<file path="src/rtl/ps2_pkg.sv">
// Shared definitions for the PS/2 mouse receive path: bit-level FSM states,
// byte-0 field positions of a standard 3-byte movement packet, and a helper
// that clamps a signed 12-bit coordinate into the visible range.
package ps2_pkg;

    typedef enum logic [1:0] {
        ST_IDLE,
        ST_DATA,
        ST_PARITY,
        ST_STOP
    } rx_state_e;

    localparam int B0_LEFT  = 0;
    localparam int B0_RIGHT = 1;
    localparam int B0_MID   = 2;
    localparam int B0_SYNC  = 3;
    localparam int B0_XSIGN = 4;
    localparam int B0_YSIGN = 5;
    localparam int B0_XOVF  = 6;
    localparam int B0_YOVF  = 7;

    // start + 8 data + parity + stop
    localparam int FRAME_BITS = 11;

    // Byte-0 fields kept for decoding; the sync bit is implied by acceptance.
    typedef struct packed {
        logic       yovf;
        logic       xovf;
        logic       ysign;
        logic       xsign;
        logic [2:0] btn;
    } b0_flags_t;

    // Negative values (bit 11 set) clamp to 0, values above max_v clamp to max_v.
    function automatic logic [9:0] clamp_coord(input logic [11:0] v,
                                               input logic [11:0] max_v);
        logic [9:0] r;
        if (v[11]) begin
            r = 10'd0;
        end else if (v > max_v) begin
            r = max_v[9:0];
        end else begin
            r = v[9:0];
        end
        return r;
    endfunction

endpackage

</file>
<file path="src/rtl/ps2_rx_byte.sv">
// PS/2 device-to-host byte receiver: synchronizes the raw lines, detects the
// falling edge of the PS/2 clock, shifts in an 11-bit frame, checks odd parity
// and the stop bit, and aborts a frame that stalls for TIMEOUT_CYCLES.
module ps2_rx_byte #(
    parameter int TIMEOUT_CYCLES = 50000
) (
    input  logic       clk,
    input  logic       reset,
    input  logic       ps2_clk,
    input  logic       ps2_data,
    output logic [7:0] byte_data,
    output logic       byte_valid,
    output logic       byte_err
);
    import ps2_pkg::*;

    localparam int TW = $clog2(TIMEOUT_CYCLES + 1);

    logic          ps2_clk_meta_q, ps2_clk_sync_q;
    logic          ps2_data_meta_q, ps2_data_sync_q;
    logic [1:0]    clk_hist_q;
    logic          fall_edge;
    logic          sample_bit;

    rx_state_e     state_q, state_d;
    logic [2:0]    bit_cnt_q, bit_cnt_d;
    logic [7:0]    shift_q, shift_d;
    logic          parity_ok_q, parity_ok_d;
    logic          valid_q, valid_d;
    logic          err_q, err_d;
    logic [TW-1:0] to_cnt_q, to_cnt_d;
    logic          timeout_hit;

    // Two-stage synchronizers plus clock history; idle level of both lines is high.
    always_ff @(posedge clk) begin
        if (reset) begin
            ps2_clk_meta_q  <= 1'b1;
            ps2_clk_sync_q  <= 1'b1;
            ps2_data_meta_q <= 1'b1;
            ps2_data_sync_q <= 1'b1;
            clk_hist_q      <= 2'b11;
        end else begin
            ps2_clk_meta_q  <= ps2_clk;
            ps2_clk_sync_q  <= ps2_clk_meta_q;
            ps2_data_meta_q <= ps2_data;
            ps2_data_sync_q <= ps2_data_meta_q;
            clk_hist_q      <= {clk_hist_q[0], ps2_clk_sync_q};
        end
    end

    // High followed by two lows filters single-sample glitches on the clock line.
    assign fall_edge  = ({clk_hist_q, ps2_clk_sync_q} == 3'b100);
    assign sample_bit = ps2_data_sync_q;

    // Frame FSM state and datapath registers.
    always_ff @(posedge clk) begin
        if (reset) begin
            state_q     <= ST_IDLE;
            bit_cnt_q   <= 3'd0;
            shift_q     <= 8'd0;
            parity_ok_q <= 1'b0;
            valid_q     <= 1'b0;
            err_q       <= 1'b0;
            to_cnt_q    <= '0;
        end else begin
            state_q     <= state_d;
            bit_cnt_q   <= bit_cnt_d;
            shift_q     <= shift_d;
            parity_ok_q <= parity_ok_d;
            valid_q     <= valid_d;
            err_q       <= err_d;
            to_cnt_q    <= to_cnt_d;
        end
    end

    // Next-state logic: an edge in the same cycle as the terminal count wins.
    always_comb begin
        state_d     = state_q;
        bit_cnt_d   = bit_cnt_q;
        shift_d     = shift_q;
        parity_ok_d = parity_ok_q;
        valid_d     = 1'b0;
        err_d       = 1'b0;

        if (state_q == ST_IDLE || fall_edge) begin
            to_cnt_d = '0;
        end else begin
            to_cnt_d = to_cnt_q + TW'(1);
        end

        timeout_hit = (state_q != ST_IDLE) && !fall_edge &&
                      (to_cnt_q >= TW'(TIMEOUT_CYCLES - 1));

        if (timeout_hit) begin
            state_d = ST_IDLE;
            err_d   = 1'b1;
        end else if (fall_edge) begin
            case (state_q)
                ST_IDLE: begin
                    if (!sample_bit) begin
                        state_d   = ST_DATA;
                        bit_cnt_d = 3'd0;
                    end
                end
                ST_DATA: begin
                    shift_d = {sample_bit, shift_q[7:1]};
                    if (bit_cnt_q == 3'd7) begin
                        state_d = ST_PARITY;
                    end else begin
                        bit_cnt_d = bit_cnt_q + 3'd1;
                    end
                end
                ST_PARITY: begin
                    parity_ok_d = ^{shift_q, sample_bit};
                    state_d     = ST_STOP;
                end
                default: begin
                    state_d = ST_IDLE;
                    if (sample_bit && parity_ok_q) begin
                        valid_d = 1'b1;
                    end else begin
                        err_d = 1'b1;
                    end
                end
            endcase
        end
    end

    assign byte_data  = shift_q;
    assign byte_valid = valid_q;
    assign byte_err   = err_q;

endmodule

</file>
<file path="src/rtl/ps2_mouse_tracker.sv">
// PS/2 mouse tracker: gathers 3-byte movement packets from the byte receiver,
// decodes the signed deltas and integrates them into a clamped screen cursor.
module ps2_mouse_tracker #(
    parameter int SCREEN_W       = 640,
    parameter int SCREEN_H       = 480,
    parameter int TIMEOUT_CYCLES = 50000
) (
    input  logic       clk,
    input  logic       reset,
    input  logic       ps2_clk,
    input  logic       ps2_data,
    output logic [9:0] mouse_x,
    output logic [9:0] mouse_y,
    output logic [2:0] buttons,
    output logic       packet_valid,
    output logic       frame_err
);
    import ps2_pkg::*;

    localparam logic [11:0] X_MAX  = 12'(SCREEN_W - 1);
    localparam logic [11:0] Y_MAX  = 12'(SCREEN_H - 1);
    localparam logic [9:0]  X_HOME = 10'(SCREEN_W / 2);
    localparam logic [9:0]  Y_HOME = 10'(SCREEN_H / 2);

    logic [7:0]  byte_data;
    logic        byte_valid;
    logic        byte_err;

    logic [1:0]  idx_q, idx_d;
    b0_flags_t   b0_q, b0_d;
    logic [7:0]  b1_q, b1_d;
    logic [9:0]  x_q, x_d;
    logic [9:0]  y_q, y_d;
    logic [2:0]  btn_q, btn_d;
    logic        pv_q, pv_d;

    logic [8:0]  dx, dy;
    logic [11:0] x_sum, y_diff;

    ps2_rx_byte #(
        .TIMEOUT_CYCLES (TIMEOUT_CYCLES)
    ) u_rx (
        .clk        (clk),
        .reset      (reset),
        .ps2_clk    (ps2_clk),
        .ps2_data   (ps2_data),
        .byte_data  (byte_data),
        .byte_valid (byte_valid),
        .byte_err   (byte_err)
    );

    // Delta decode; the third byte is consumed straight from the receiver.
    always_comb begin
        dx     = b0_q.xovf ? 9'd0 : {b0_q.xsign, b1_q};
        dy     = b0_q.yovf ? 9'd0 : {b0_q.ysign, byte_data};
        x_sum  = {2'b00, x_q} + {{3{dx[8]}}, dx};
        // PS/2 reports up as positive; screen rows grow downward.
        y_diff = {2'b00, y_q} - {{3{dy[8]}}, dy};
    end

    // Packet assembler and cursor accumulator next-state.
    always_comb begin
        idx_d = idx_q;
        b0_d  = b0_q;
        b1_d  = b1_q;
        x_d   = x_q;
        y_d   = y_q;
        btn_d = btn_q;
        pv_d  = 1'b0;

        if (byte_err) begin
            idx_d = 2'd0;
        end else if (byte_valid) begin
            case (idx_q)
                2'd0: begin
                    // Without the always-one bit this cannot be a header byte: resync.
                    if (byte_data[B0_SYNC]) begin
                        b0_d.yovf  = byte_data[B0_YOVF];
                        b0_d.xovf  = byte_data[B0_XOVF];
                        b0_d.ysign = byte_data[B0_YSIGN];
                        b0_d.xsign = byte_data[B0_XSIGN];
                        b0_d.btn   = {byte_data[B0_MID], byte_data[B0_RIGHT],
                                      byte_data[B0_LEFT]};
                        idx_d      = 2'd1;
                    end
                end
                2'd1: begin
                    b1_d  = byte_data;
                    idx_d = 2'd2;
                end
                2'd2: begin
                    x_d   = clamp_coord(x_sum, X_MAX);
                    y_d   = clamp_coord(y_diff, Y_MAX);
                    btn_d = b0_q.btn;
                    pv_d  = 1'b1;
                    idx_d = 2'd0;
                end
                default: begin
                    idx_d = 2'd0;
                end
            endcase
        end
    end

    // Assembler and cursor registers; reset centres the cursor and drops partial packets.
    always_ff @(posedge clk) begin
        if (reset) begin
            idx_q <= 2'd0;
            b0_q  <= '0;
            b1_q  <= 8'd0;
            x_q   <= X_HOME;
            y_q   <= Y_HOME;
            btn_q <= 3'd0;
            pv_q  <= 1'b0;
        end else begin
            idx_q <= idx_d;
            b0_q  <= b0_d;
            b1_q  <= b1_d;
            x_q   <= x_d;
            y_q   <= y_d;
            btn_q <= btn_d;
            pv_q  <= pv_d;
        end
    end

    assign mouse_x      = x_q;
    assign mouse_y      = y_q;
    assign buttons      = btn_q;
    assign packet_valid = pv_q;
    assign frame_err    = byte_err;

endmodule

</file>
<file path="config.mk">
export PLATFORM = sky130hd
export DESIGN_NAME = ps2_mouse_tracker
export DESIGN_NICKNAME = d
export VERILOG_FILES = /design/src/rtl/ps2_pkg.sv /design/src/rtl/ps2_rx_byte.sv /design/src/rtl/ps2_mouse_tracker.sv
export SDC_FILE = /design/constraint.sdc
export NUM_CORES = 1
export LEC_CHECK = 0
export ABC_AREA = 1
export ABC_CLOCK_PERIOD_IN_PS = 5150
export CAP_MARGIN = 40
export CORE_ASPECT_RATIO = 0.5
export CORE_MARGIN = 4
export CORE_UTILIZATION = 60
export CTS_CLUSTER_DIAMETER = 80
export DETAILED_ROUTE_END_ITERATION = 8
export DONT_BUFFER_PORTS = 1
export GPL_TIMING_DRIVEN = 0
export PLACE_DENSITY = 0.75
export SLEW_MARGIN = 20
export SYNTH_ARGS = -nofsm -noshare
export SYNTH_HDL_FRONTEND = slang
export SYNTH_HIERARCHICAL = 1
export SYNTH_SLANG_ARGS = --single-unit
</file>
<file path="constraint.sdc">
create_clock -name clk -period 5.15 [get_ports clk]
set_input_delay 1.03 -clock clk [delete_from_list [all_inputs] [get_ports clk]]
set_output_delay 1.03 -clock clk [all_outputs]
set_load 0.01 [all_outputs]
</file>
==> run metrics <==
RR Startpoint=u_rx/byte_data[0]$_SDFFE_PP0P_; Clock Path Buffers=2; # DRC=0; Max Clock Freq=about 0.37 GHz; Hold Crit Depth=1; diode count=0; Final Wtd Congestion=0.892; area delta synth->final=9.15%; layout cells sized above 1=0.0900; WS Path Type=reg2reg; DRT antenna net count=0; Critical Path End Type=register; headroom to the max-slew limit=0.532; vias in the first global route=3798; outcome=completed; reg-to-reg endpoint=mouse_y[5]$_SDFFE_PP1P_; synth warn=6; Reg2Reg Depth=15; CTS Buf Count=9; Hold Vio Cnt, Final=0; global route overflow=0; clock sink total=79; die height=approximately 71 um; Worst Hold Launch=u_rx/ps2_data_meta_q$_SDFF_PP1_; Mapped Cells=684; via count=about 4.2k; initial antenna violation count=1; worst-path fanout max=5; Post-CTS Setup Inserts=0; asr flop ratio synth=0; syn nets=720; share of the synthesized area in the top cell type=0.334; register area share after synthesis=0.334; Yosys cell types=between 40 and 50; Cell Pwr Density=roughly 250 mW/mm2; Post-synth top flop=dfxtp_1; drt wl/cell=13.0 um; Clock Pin Slew Worst Setup and Hold Paths=~60 ps; Final Cycle Share=0.521; leakage power=~2.3 nW; cell area after synthesis=0.00473 mm2; Worst Hold End=u_rx/ps2_data_sync_q$_SDFF_PP1_; Starting DRT DRC Count=around 290; Pins Over Slew Limit=0; full die area=between 0.009 and 0.01 mm2; mean area per synthesized cell=roughly 6.9 um2; slew at the pin with the worst max-slew slack=approximately 700 ps; standard-cell rows=22; hold-fix buffers at CTS=0; Post-synth top cells=nand2_1, inv_1, dfxtp_1, a21oi_1, nor2_1; post-cts gate resize count=0; worst path required time=between 5000 and 6000 ps; width of the die=around 130 um; TritonRoute pass-1 iters=5; leading post-synthesis cells by cell area=dfxtp_1, nand2_1, ha_1; dpl hpwl=between 7000 and 8000 um; worst hold path class=reg2reg; Sum Neg Setup Slack=0 ps; Post-Place Cells=slightly below 800; pin count of the biggest net entering global routing=15; cell with the most instances after synthesis=nand2_1; root buffer cell=clkbuf_16; global-route wire length before repair=between 15000 and 20000 um; nets@finish=about 730; CTS tree=yes; Setup Skew=5.93 ps; htree depth=3; core area=approximately 0.0075 mm2; drt via density=between 5 and 6; Tmin final=2690 ps; RSZ-0062 raised after global routing=no; # setup viols final=0; gr usage total=0.229; cell taking the most area after synthesis=dfxtp_1; # IOs=29; IO buf count=0; Startpoint Class=register; final WL=roughly 10000 um; fin cells=~810; initial core utilization=0.632; r2r setup slk=2460 ps; crit path from=u_rx/byte_data[0]$_SDFFE_PP0P_; max-cap violation count=0; EDFF count, synth=0; Max VDD drop=between 0.15 and 0.2 mV; later-pin clock latency in the skew report=340 ps; flops & latches, synth=79; crit path DAT=between 2000 and 3000 ps
[per-stage QoR]
step	utilization	instance area, um2	total power (W)	worst slack (ps)	hold slack [ps]
2_1_floorplan	-	4730	0.000639	2920	389
3_3_place_gp	0.650	4870	0.000643	2500	390
3_5_place_dp	0.650	4870	0.000643	2520	394
4_1_cts	0.690	5160	0.00128	2490	409
5_1_grt	0.690	5160	0.00131	2240	432
6_report	0.690	5160	0.00127	2460	407
[cells by family (layout without fill, tap and decap cells)]
kind of cell | Yosys count | after routing | share of synthesized area
AO/OA/AOI/OAI | 119 | 119 | 0.138
XOR/XNOR | 15 | 15 | 0.0278
adder cells (fa/ha/maj) | 32 | 32 | 0.0878
buffers and inverters | 104 | 120 | 0.0846
flip-flops | 79 | 79 | 0.334
AND/OR/NAND/NOR | 335 | 335 | 0.328
[worst max-delay path by stage]
stage,to,slack [ps],cells past startpoint
floorplan,mouse_x[6]$_SDFFE_PP1P_,2920,16
global route,mouse_x[6]$_SDFFE_PP1P_,2240,14
detailed placement,mouse_y[5]$_SDFFE_PP1P_,2520,15
CTS,mouse_y[5]$_SDFFE_PP1P_,2490,15
global placement,mouse_y[5]$_SDFFE_PP1P_,2500,15
finish,mouse_y[5]$_SDFFE_PP1P_,2460,15
[registers in the layout, summed over array words and instances (netlist names), 2 cells and up]
signal and cells:
mouse_y 10, u_rx/clk_hist_q 2, b0_q 7, idx_q 2
u_rx/byte_data 8, u_rx/bit_cnt_q 3, b1_q 8, mouse_x 10
u_rx/state_q 2, u_rx/to_cnt_q 16, buttons 3
[routing by layer]
layer | vias to the layer above | global-route usage | share of wire
li1 | 2227 | - | -
met1 | 1884 | 0.306 | 0.49
met2 | 76 | 0.372 | 0.44
met3 | 18 | 0.0597 | 0.049
met4 | 2 | 0.0616 | 0.014
met5 | - | 0 | 0.0012
[power breakdown]
group          leakage [nW]  internal, W  switching, W
combinational          1.49   0.00000424     0.0000115
clock                 0.143     0.000379      0.000259
sequential            0.637     0.000613    0.00000118
[placed cells by master (no fill, tap or decap), types with 8 or more instances in the layout]
cell,netlist,layout
clkbuf_16,0,9
a21oi_1,70,70
nand2_1,175,175
nor2_1,67,67
nand3_1,42,42
clkbuf_1,7,8
dfxtp_1,79,79
inv_1,86,86
o21ai_0,29,29
ha_1,30,30
xor2_1,8,8
[area by class of cell]
cell class	instances	area, um2
buffer	11	51.3
sequential	79	1580
clock buffer	10	229
tap	108	135
multi-input combinational	501	2750
fill	664	2320
clock inverter	6	68.8
inverter	93	349
[worst max-delay path, stage by stage (launching register included)]
cell and delay, ps:
dfxtp_1 400, inv_1 110, nor2_1 160, ha_1 170, inv_1 70, fa_1 450, nand3_1 130, nand3_1 120
nand2_1 120, nand2_1 60, nand2_1 50, nand2_1 60, nand3b_2 300, and2_4 220, nand3b_1 80, nand2_1 60
Power figures use the tool's default switching activity.
